### src/rtl/dab_tps_modulator_if.sv
// Command bundle between the TPS carrier generator and its controller/consumer.
// master drives timing/enable and observes levels; slave is the modulator.
interface dab_tps_modulator_if #(
    parameter int CNT_W = 16
);
    logic             en;
    logic [CNT_W-1:0] period;
    logic [CNT_W-1:0] d1;
    logic [CNT_W-1:0] d2;
    logic [CNT_W-1:0] phi;
    logic [1:0]       V1;
    logic [1:0]       V2;
    logic             ce_out;
    logic             sync;
    logic             cfg_err;

    modport master (
        output en, period, d1, d2, phi,
        input  V1, V2, ce_out, sync, cfg_err
    );

    modport slave (
        input  en, period, d1, d2, phi,
        output V1, V2, ce_out, sync, cfg_err
    );
endinterface

### src/rtl/dab_tps_modulator.sv
// Triple-phase-shift carrier for the DAB bridges: three-level V1/V2 commands, shadowed timing.
// Levels registered 1 clk after a carrier tick, ce_out 1 clk later; no backpressure (free-running).
module dab_tps_modulator #(
    parameter int DIV   = 1,
    parameter int CNT_W = 16
) (
    input  logic                clk,
    input  logic                rst,
    dab_tps_modulator_if.slave  bus
);
    localparam int PW = (DIV > 1) ? $clog2(DIV) : 1;

    logic [PW-1:0]    r_pre;
    logic [CNT_W-1:0] r_cnt;
    logic [CNT_W-1:0] r_p;
    logic [CNT_W-1:0] r_d1;
    logic [CNT_W-1:0] r_d2;
    logic [CNT_W-1:0] r_phi;
    logic             r_armed;
    logic             r_cfg_err;
    logic [1:0]       r_v1;
    logic [1:0]       r_v2;
    logic             r_sync;
    logic             r_tick_d;
    logic             r_ce;

    logic             w_tick;
    logic             w_wrap;
    logic             w_load;
    logic [CNT_W-1:0] w_cnt_nxt;
    logic [CNT_W-1:0] w_p_nxt;
    logic [CNT_W-1:0] w_d1_nxt;
    logic [CNT_W-1:0] w_d2_nxt;
    logic [CNT_W-1:0] w_phi_nxt;
    logic             w_err_nxt;
    logic             w_run;
    logic [CNT_W:0]   w_c2;

    function automatic logic cfg_bad(input logic [CNT_W-1:0] p, input logic [CNT_W-1:0] ph);
        return (p < CNT_W'(4)) || (ph >= p);
    endfunction

    // Zero band of width d at the start of each half; +1 in the first half, -1 in the second.
    function automatic logic [1:0] level(input logic [CNT_W:0] c, input logic [CNT_W-1:0] d,
                                         input logic [CNT_W-1:0] p);
        logic [CNT_W:0] h;
        h = {2'b00, p[CNT_W-1:1]};
        if (c < h) begin
            return (c < {1'b0, d}) ? 2'b00 : 2'b01;
        end
        return ((c - h) < {1'b0, d}) ? 2'b00 : 2'b11;
    endfunction

    assign w_tick = (r_pre == PW'(DIV - 1));
    assign w_wrap = (r_cnt == (r_p - 1'b1));

    // First enabled tick after a stop, or any tick while misconfigured, reloads and parks at 0.
    assign w_load    = !bus.en || !r_armed || r_cfg_err || w_wrap;
    assign w_cnt_nxt = w_load ? '0 : r_cnt + 1'b1;
    assign w_p_nxt   = w_load ? bus.period : r_p;
    assign w_d1_nxt  = w_load ? bus.d1     : r_d1;
    assign w_d2_nxt  = w_load ? bus.d2     : r_d2;
    assign w_phi_nxt = w_load ? bus.phi    : r_phi;
    assign w_err_nxt = cfg_bad(w_p_nxt, w_phi_nxt);
    assign w_run     = bus.en && !w_err_nxt;

    assign w_c2 = (w_cnt_nxt >= w_phi_nxt)
                ? ({1'b0, w_cnt_nxt} - {1'b0, w_phi_nxt})
                : ({1'b0, w_cnt_nxt} + {1'b0, w_p_nxt} - {1'b0, w_phi_nxt});

    always_ff @(posedge clk or posedge rst) begin
        if (rst) begin
            r_pre     <= '0;
            r_cnt     <= '0;
            r_p       <= '0;
            r_d1      <= '0;
            r_d2      <= '0;
            r_phi     <= '0;
            r_armed   <= 1'b0;
            r_cfg_err <= 1'b1;
            r_v1      <= 2'b00;
            r_v2      <= 2'b00;
            r_sync    <= 1'b0;
            r_tick_d  <= 1'b0;
            r_ce      <= 1'b0;
        end else begin
            r_pre    <= w_tick ? '0 : r_pre + 1'b1;
            r_tick_d <= w_tick;
            r_ce     <= r_tick_d;
            r_sync   <= 1'b0;
            if (w_tick) begin
                r_cnt     <= w_cnt_nxt;
                r_p       <= w_p_nxt;
                r_d1      <= w_d1_nxt;
                r_d2      <= w_d2_nxt;
                r_phi     <= w_phi_nxt;
                r_armed   <= bus.en;
                r_cfg_err <= w_err_nxt;
                r_v1      <= w_run ? level({1'b0, w_cnt_nxt}, w_d1_nxt, w_p_nxt) : 2'b00;
                r_v2      <= w_run ? level(w_c2, w_d2_nxt, w_p_nxt) : 2'b00;
                r_sync    <= w_run && (w_cnt_nxt == '0);
            end
        end
    end

    assign bus.V1      = r_v1;
    assign bus.V2      = r_v2;
    assign bus.sync    = r_sync;
    assign bus.ce_out  = r_ce;
    assign bus.cfg_err = r_cfg_err;
endmodule

### src/flat_wrapper.sv
// flat-port wrapper written by rule: the top's interface ports become plain ports
module dab_tps_modulator_flat 
#(
    parameter int DIV   = 1,
    parameter int CNT_W = 16
)
  (clk, rst, bus_en, bus_period, bus_d1, bus_d2, bus_phi, bus_V1, bus_V2, bus_ce_out, bus_sync, bus_cfg_err);
  dab_tps_modulator_if #(.CNT_W(CNT_W)) bus_i ();
  input  logic clk;
  input  logic rst;
  input wire logic [$bits(bus_i.en)-1:0] bus_en;
  input wire logic [$bits(bus_i.period)-1:0] bus_period;
  input wire logic [$bits(bus_i.d1)-1:0] bus_d1;
  input wire logic [$bits(bus_i.d2)-1:0] bus_d2;
  input wire logic [$bits(bus_i.phi)-1:0] bus_phi;
  output wire logic [$bits(bus_i.V1)-1:0] bus_V1;
  output wire logic [$bits(bus_i.V2)-1:0] bus_V2;
  output wire logic [$bits(bus_i.ce_out)-1:0] bus_ce_out;
  output wire logic [$bits(bus_i.sync)-1:0] bus_sync;
  output wire logic [$bits(bus_i.cfg_err)-1:0] bus_cfg_err;
  assign bus_i.en = bus_en;
  assign bus_i.period = bus_period;
  assign bus_i.d1 = bus_d1;
  assign bus_i.d2 = bus_d2;
  assign bus_i.phi = bus_phi;
  assign bus_V1 = bus_i.V1;
  assign bus_V2 = bus_i.V2;
  assign bus_ce_out = bus_i.ce_out;
  assign bus_sync = bus_i.sync;
  assign bus_cfg_err = bus_i.cfg_err;
  dab_tps_modulator #(.DIV(DIV), .CNT_W(CNT_W)) u_core (.clk(clk), .rst(rst), .bus(bus_i));
endmodule
### config.mk
export PLATFORM = sky130hd
export DESIGN_NAME = dab_tps_modulator_flat
export DESIGN_NICKNAME = d
export VERILOG_FILES = /design/src/rtl/dab_tps_modulator_if.sv /design/src/rtl/dab_tps_modulator.sv /design/src/flat_wrapper.sv
export SDC_FILE = /design/constraint.sdc
export NUM_CORES = 1
export LEC_CHECK = 0
export BUFFER_PORTS_ARGS = -buffer_cell sky130_fd_sc_hd__buf_2
export CAP_MARGIN = 20
export CORE_UTILIZATION = 43
export CTS_CLUSTER_SIZE = 40
export DETAILED_ROUTE_END_ITERATION = 16
export RECOVER_POWER = 25
export SETUP_SLACK_MARGIN = 0.02
export SLEW_MARGIN = 15
export SYNTH_ARGS = -nofsm -noshare
export SYNTH_HDL_FRONTEND = slang
export SYNTH_SLANG_ARGS = --single-unit
### constraint.sdc
create_clock -name clk -period 20.6 [get_ports clk]
set_input_delay 4.12 -clock clk [delete_from_list [all_inputs] [get_ports clk]]
set_output_delay 4.12 -clock clk [all_outputs]
set_load 0.05 [all_outputs]
==> qor.txt, run 1 <==
Clock share of power = 17.6%
Total negative slack = 0 ns
LEAKAGE = 5.35 nW
Cell Area, Synth = 0.00959 mm2
Worst Clk Skew = 0.0125 ns
Final hold violation count = 0
Area Growth Syn to Fin = 9.78%
CTS H-tree lvls = 3
Int Power = 0.000548 W
Antenna viol nets, final = 0
Crit end category = flop
Max VDD drop = 0.0558 mV
RR Startpoint = u_core.r_p[0]
Post-CTS Setup Inserts = 0
Drt drc = 0
Fraction of registers with async set/reset = 100%
Worst skew pair latency = 0.36 ns
Total Wirelength = 26.1 mm
Vias in the first global route = 7441
Status = finished with violations
Vias per inst = 5.50
Initial antenna violation count = 0
Slowest stage delay, CP = 0.76 ns
Crit path kind = input port to flop
Worst hold path type = flop to flop
Fin crit period = 11.79 ns
# resized after CTS = 0
Number of synthesized flops with an enable pin = 0
Worst Path Arrival = 12.02 ns
Synthesis Warnings = 0
Setup violations, final = 0
NetSw = 0.000436 W
Post-synthesis cell count = 1113
Placed insts = 1448
Rel. slew slack = -105%
Switching share of total power = 44.3%
Initial drt markers = 574
Largest net degree at the start of global routing = 65
Slew @ Worst Pin = 3.08 ns
1st-pass router iterations = 6
Pwr Density = 93.4 mW/mm2
Global-route wire length before repair = 41.0 mm
Tot Pwr = 0.000984 W
Synth unique cells = 74
Buffers on Ports = 73
Gp weighted congestion = 0.920
RSZ-0062 raised after global routing = false
Synth Flop Type = dfrtp_1
Worst setup path start = bus_en
Period utilisation layout = 57.2%
Hold-fix buffers at CTS = 0
Final instance area = 0.0105 mm2
Syn Nets = 1349
CTS tree = built
Chip height = 151 um
Ant diodes = 0
Reg clk slew, reported paths = 0.07 ns
Max Fclk = 0.0848 GHz
Failing checks = capacitance limit, slew limit
Min-delay src = u_core.r_tick_d
Die W = 151 um
Register area share after synthesis = 23.2%
CP startpoint kind = input port
GRT Residual Overflow = 0
Sequential share of power = 20.8%
Starting density of the core = 43.9%
CTS buffer count = 9
Row cnt = 54
Total die area = 0.0229 mm2
Vias = 8049
IO Count = 74
Layout cell share with drive strength beyond 1 = 9.29%
Syn Area/Cell = 8.62 um2
Slowest cell on the critical path = buf_4
Cell mode on critical path = a21oi_1
Combinational share of power = 61.5%
Core region area = 0.0218 mm2
Placed Area = 0.0102 mm2
Finished Core Util = 48.2%
Max FO, Critical Path = 64
Worst EP required = 20.83 ns
DP HPWL = 21.0 mm
Yosys reg bits = 89
Nets@finish = 1415
CTS root buffer = clkbuf_16
Gr usage total = 23.8%
Clk sinks = 89
Max cap viols = 2
WL per Instance = 17.8 um
Final Max Tran Viols = 92
Maximum clock insertion buffer count = 2
Cell Count, Final, Fillers Out = 1464
==> stage by stage <==
step	hold WS, ns	setup WS, ns
finish	0.349	8.81
global placement	0.332	8.87
CTS	0.354	8.98
floorplan	0.331	9.58
global route	0.378	8.14
detailed placement	0.336	8.65
==> synth_stat cells, types with 15 or more instances <==
master / number / area (um2)
nor3_1: 17 / 85.1
a21o_1: 47 / 353
ha_1: 151 / 1890
nand3_1: 17 / 85.1
dfrtp_1: 88 / 2200
nand2_1: 108 / 405
xnor2_1: 52 / 455
mux2i_1: 44 / 440
fa_1: 18 / 360
inv_1: 108 / 405
a21oi_1: 75 / 375
nand4_1: 19 / 119
xor2_1: 33 / 289
nor2_1: 75 / 282
nand2b_1: 18 / 113
o21ai_0: 36 / 180
nor2b_1: 15 / 93.8
==> power by group through the flow <==
stage	clock network (W)	registers, W	logic (W)
after global routing	0.000185	0.000207	0.000679
after floorplan	0	0.000210	0.000459
final	0.000173	0.000205	0.000605
after CTS	0.000179	0.000204	0.000606
after global placement	0	0.000208	0.000593
after detailed placement	0	0.000208	0.000600
==> final timing paths <==
kind	end	slack, ns	depth (start not counted)
max	u_core.bus.V2[0]	8.81	34
min	u_core.bus.ce_out	0.35	0
max reg2reg	u_core.bus.V2[0]	10.88	39
min reg2reg	u_core.bus.ce_out	0.35	0
max in group asynchronous	u_core.bus.V1[1]	12.95	3
min in group asynchronous	u_core.r_p[2]	4.15	2
==> registers in the layout, indices dropped and copies added, names as in the netlist, 2 cells and up <==
signal / flops
u_core.r_phi: 16
u_core.bus.V2: 2
u_core.r_d2: 16
u_core.r_p: 16
u_core.bus.V1: 2
u_core.r_d1: 16
u_core.r_cnt: 16
==> area by class of cell <==
cell class | count | area [um2]
fillers | 2170 | 11300
well taps | 280 | 350
inverters | 109 | 410
clock inverters | 5 | 63.8
flip-flops and latches | 89 | 2230
repair buffers | 78 | 393
multi-input cells | 892 | 6850
clock buffers | 11 | 233
==> layout by cell type, fill, tap and decap left out, drive strengths merged, types with 11 or more instances in the layout <==
master  count
nand3      17
nor3       19
dfrtp      88
nor2       76
a21oi      77
mux2i      44
a21o       47
ha        151
a211oi     11
buf        72
nor2b      15
nand2b     18
nand2     109
xor2       33
o21ai      47
fa         18
a31oi      11
xnor2      52
clkbuf     17
nand4      19
inv       110
==> logic make-up (layout without fill, tap and decap cells) <==
kind of cell	count (synthesis)	after routing	share of synthesized area [%]
compound gates	260	260	17.8
xor+xnor	86	86	8.00
fa+ha+maj	172	172	23.8
buf+inv	132	203	5.34
flops	89	89	23.2
mux	47	47	4.94
other cells	1	1	0.0391
simple gates	326	326	16.9
==> metal layers <==
| layer | vias up | track usage [%] | wire (um) |
|---|---|---|---|
| met5 | - | 0 | 0 |
| met4 | 0 | 8.35 | 676 |
| met3 | 40 | 2.56 | 1170 |
| met2 | 220 | 36.3 | 11400 |
| met1 | 3728 | 34.6 | 12800 |
| li1 | 4061 | - | - |
==> worst max-delay path, delay by kind of cell <==
kind	cells	cell delay, ns
buf+inv	5	1.47
fa+ha+maj	5	1.36
compound gates	15	3.39
simple gates	8	1.50
xor+xnor	1	0.14
No activity file was read; power rests on OpenSTA's default activity.
==> run 2, diff against run 1 <==
- clock period: 20.6 -> 10.1 ns (I/O delays scaled with it)
==> run 2 against run 1 <==
The run still ends with capacitance limit, slew limit left. Critical endpoint unchanged. Largest cell class unchanged. Sequential cell count unchanged. Highest routed layer unchanged. Non-clock buffer count rose by 14. Die area did not move. Register-to-register slack worse by 9.9 ns. Power up 110%.
==> qor.txt, run 2 (same netlist as run 1, synthesis figures left out) <==
Status = finished with violations (unchanged)
Failing checks = capacitance limit, slew limit (unchanged)
Total die area = 0.0229 mm2 (unchanged)
Initial antenna violation count = 0 (unchanged)
Area Growth Syn to Fin = 11.2% (was 9.78%)
Row cnt = 54 (unchanged)
Post-CTS Setup Inserts = 0 (unchanged)
Max Fclk = 0.110 GHz
Die W = 151 um (unchanged)
DP HPWL = 21.5 mm (was 21.0 mm)
Clock share of power = 18.5% (was 17.6%)
GRT Residual Overflow = 0 (unchanged)
Slowest stage delay, CP = 0.67 ns (was 0.76 ns)
Ant diodes = 0 (unchanged)
Layout cell share with drive strength beyond 1 = 10.6% (was 9.29%)
Clk sinks = 89 (unchanged)
NetSw = 0.000899 W (was 0.000436 W)
Most frequent cells in the layout = 151 x ha_1, 108 x nand2_1, 107 x inv_1 (unchanged)
Worst Path Arrival = 9.37 ns (was 12.02 ns)
Worst EP required = 10.34 ns (was 20.83 ns)
Setup violations, final = 0 (unchanged)
Cell mode on critical path = a21oi_1 (unchanged)
Max cap viols = 2 (unchanged)
Total Wirelength = 26.6 mm (was 26.1 mm)
Post-Route Hold Slack = 0.358 ns (was 0.349 ns)
LEAKAGE = 5.44 nW (was 5.35 nW)
Int Power = 0.00112 W (was 0.000548 W)
Vias per inst = 5.50 (about the same)
Nets@finish = 1429 (was 1415)
IO Count = 74 (unchanged)
Starting density of the core = 43.9% (unchanged)
Pwr Density = 189 mW/mm2 (was 93.4 mW/mm2)
CTS root buffer = clkbuf_16 (unchanged)
Max VDD drop = 0.107 mV (was 0.0558 mV)
Gp weighted congestion = 0.920 (about the same)
Final hold violation count = 0 (unchanged)
Reg clk slew, reported paths = 0.08 ns (was 0.07 ns)
Total negative slack = 0 ns (unchanged)
Antenna viol nets, final = 0 (unchanged)
Sequential share of power = 20.8% (about the same)
Slew @ Worst Pin = 3.23 ns (was 3.08 ns)
Flop-to-flop setup slack = 0.97 ns (was 10.88 ns)
# resized after CTS = 0 (unchanged)
Drt drc = 0 (unchanged)
Fin crit period = 9.13 ns
CP startpoint kind = flop (was input port)
Final Max Tran Viols = 92 (unchanged)
1st-pass router iterations = 5 (was 6)
Switching share of total power = 44.5% (was 44.3%)
Largest net degree at the start of global routing = 58 (was 65)
Global-route wire length before repair = 41.7 mm (was 41.0 mm)
Crit end category = flop (unchanged)
Crit path kind = flop to flop (was input port to flop)
RSZ-0062 raised after global routing = false (unchanged)
Max FO, Critical Path = 21 (was 64)
Slowest cell on the critical path = or4_1 (was buf_4)
CTS buffer count = 9 (unchanged)
Vias = 8132 (was 8049)
WHS Path Cells = 0 (unchanged)
CTS tree = built (unchanged)
Gr usage total = 24.2% (was 23.8%)
Buffers on Ports = 73 (unchanged)
Worst hold path type = flop to flop (unchanged)
Worst Clk Skew = 0.0116 ns (was 0.0125 ns)
Vias in the first global route = 7639 (was 7441)
Core region area = 0.0218 mm2 (unchanged)
Most common cell after layout, fill and taps aside = ha_1 (unchanged)
Period utilisation layout = 90.4%
CTS H-tree lvls = 3 (unchanged)
Combinational share of power = 60.7% (was 61.5%)
Chip height = 151 um (unchanged)
Reg2reg path depth = 37 (was 39)
WL per Instance = 18.0 um (was 17.8 um)
Maximum clock insertion buffer count = 2 (unchanged)
Worst skew pair latency = 0.37 ns (was 0.36 ns)
Rel. slew slack = -115% (was -105%)
Hold-fix buffers at CTS = 0 (unchanged)
Initial drt markers = 473 (was 574)
## run 2: final timing paths
| check | start | end |
|---|---|---|
| worst max-delay path | u_core.r_p[0] | u_core.bus.V2[0] |
| worst max register to register | u_core.r_p[0] | u_core.bus.V2[0] |
| min in group asynchronous | rst | u_core.r_p[2] |
| worst min-delay path | u_core.r_tick_d | u_core.bus.ce_out |
| worst min register to register | u_core.r_tick_d | u_core.bus.ce_out |
| max in group asynchronous | rst | u_core.r_cnt[15] |
## run 2: power by group through the flow
stage	registers, W	logic, W	clock network [W]
6_report	0.000419	0.00123	0.000374
5_1_grt	0.000423	0.00138	0.000396
4_1_cts	0.000419	0.00123	0.000386
3_5_place_dp	0.000425	0.00122	0
3_3_place_gp	0.000425	0.00120	0
2_1_floorplan	0.000428	0.000936	0
## run 2: critical path: cells and delay by family (launching register included)
| kind | cells | cell delay, ns |
|---|---|---|
| AOI/OAI and AO/OA | 15 | 3.51 |
| and+or+nand+nor | 12 | 3.04 |
| adders and majority gates | 6 | 1.64 |
| DFF | 1 | 0.42 |
| buffers and inverters | 3 | 0.23 |
| xor gates and xnor gates | 1 | 0.13 |
## run 2: final cells by class
type                       instances  area [um2]
clock inverter                     7        83.8
multi-input combinational        892        6850
clock buffer                       9         225
sequential                        89        2230
inverter                         109         410
fill                            2178       11200
timing repair buffer              92         512
tap                              280         350
## run 2: metrics by stage
stage | std cells | setup slack (ns) | util, % | instance area, um2 | total power (W)
2_1_floorplan | 1113 | 1.18 | - | 9590 | 0.00136
6_report | 1478 | 0.969 | 48.9 | 10700 | 0.00202
4_1_cts | 1478 | 1.04 | 48.9 | 10700 | 0.00203
3_3_place_gp | 1462 | 1.07 | 47.5 | 10400 | 0.00163
5_1_grt | 1478 | 0.267 | 48.9 | 10700 | 0.00220
3_5_place_dp | 1462 | 0.901 | 47.5 | 10400 | 0.00164
## run 2: metal layers
metal  up-vias  track usage (%)  part of all wire (%)
met5         -                0                     0
met4         0             8.25                   2.4
met3        33             3.16                   3.7
met2       166             37.2                    44
met1      3835             34.6                    50
li1       4098                -                     -
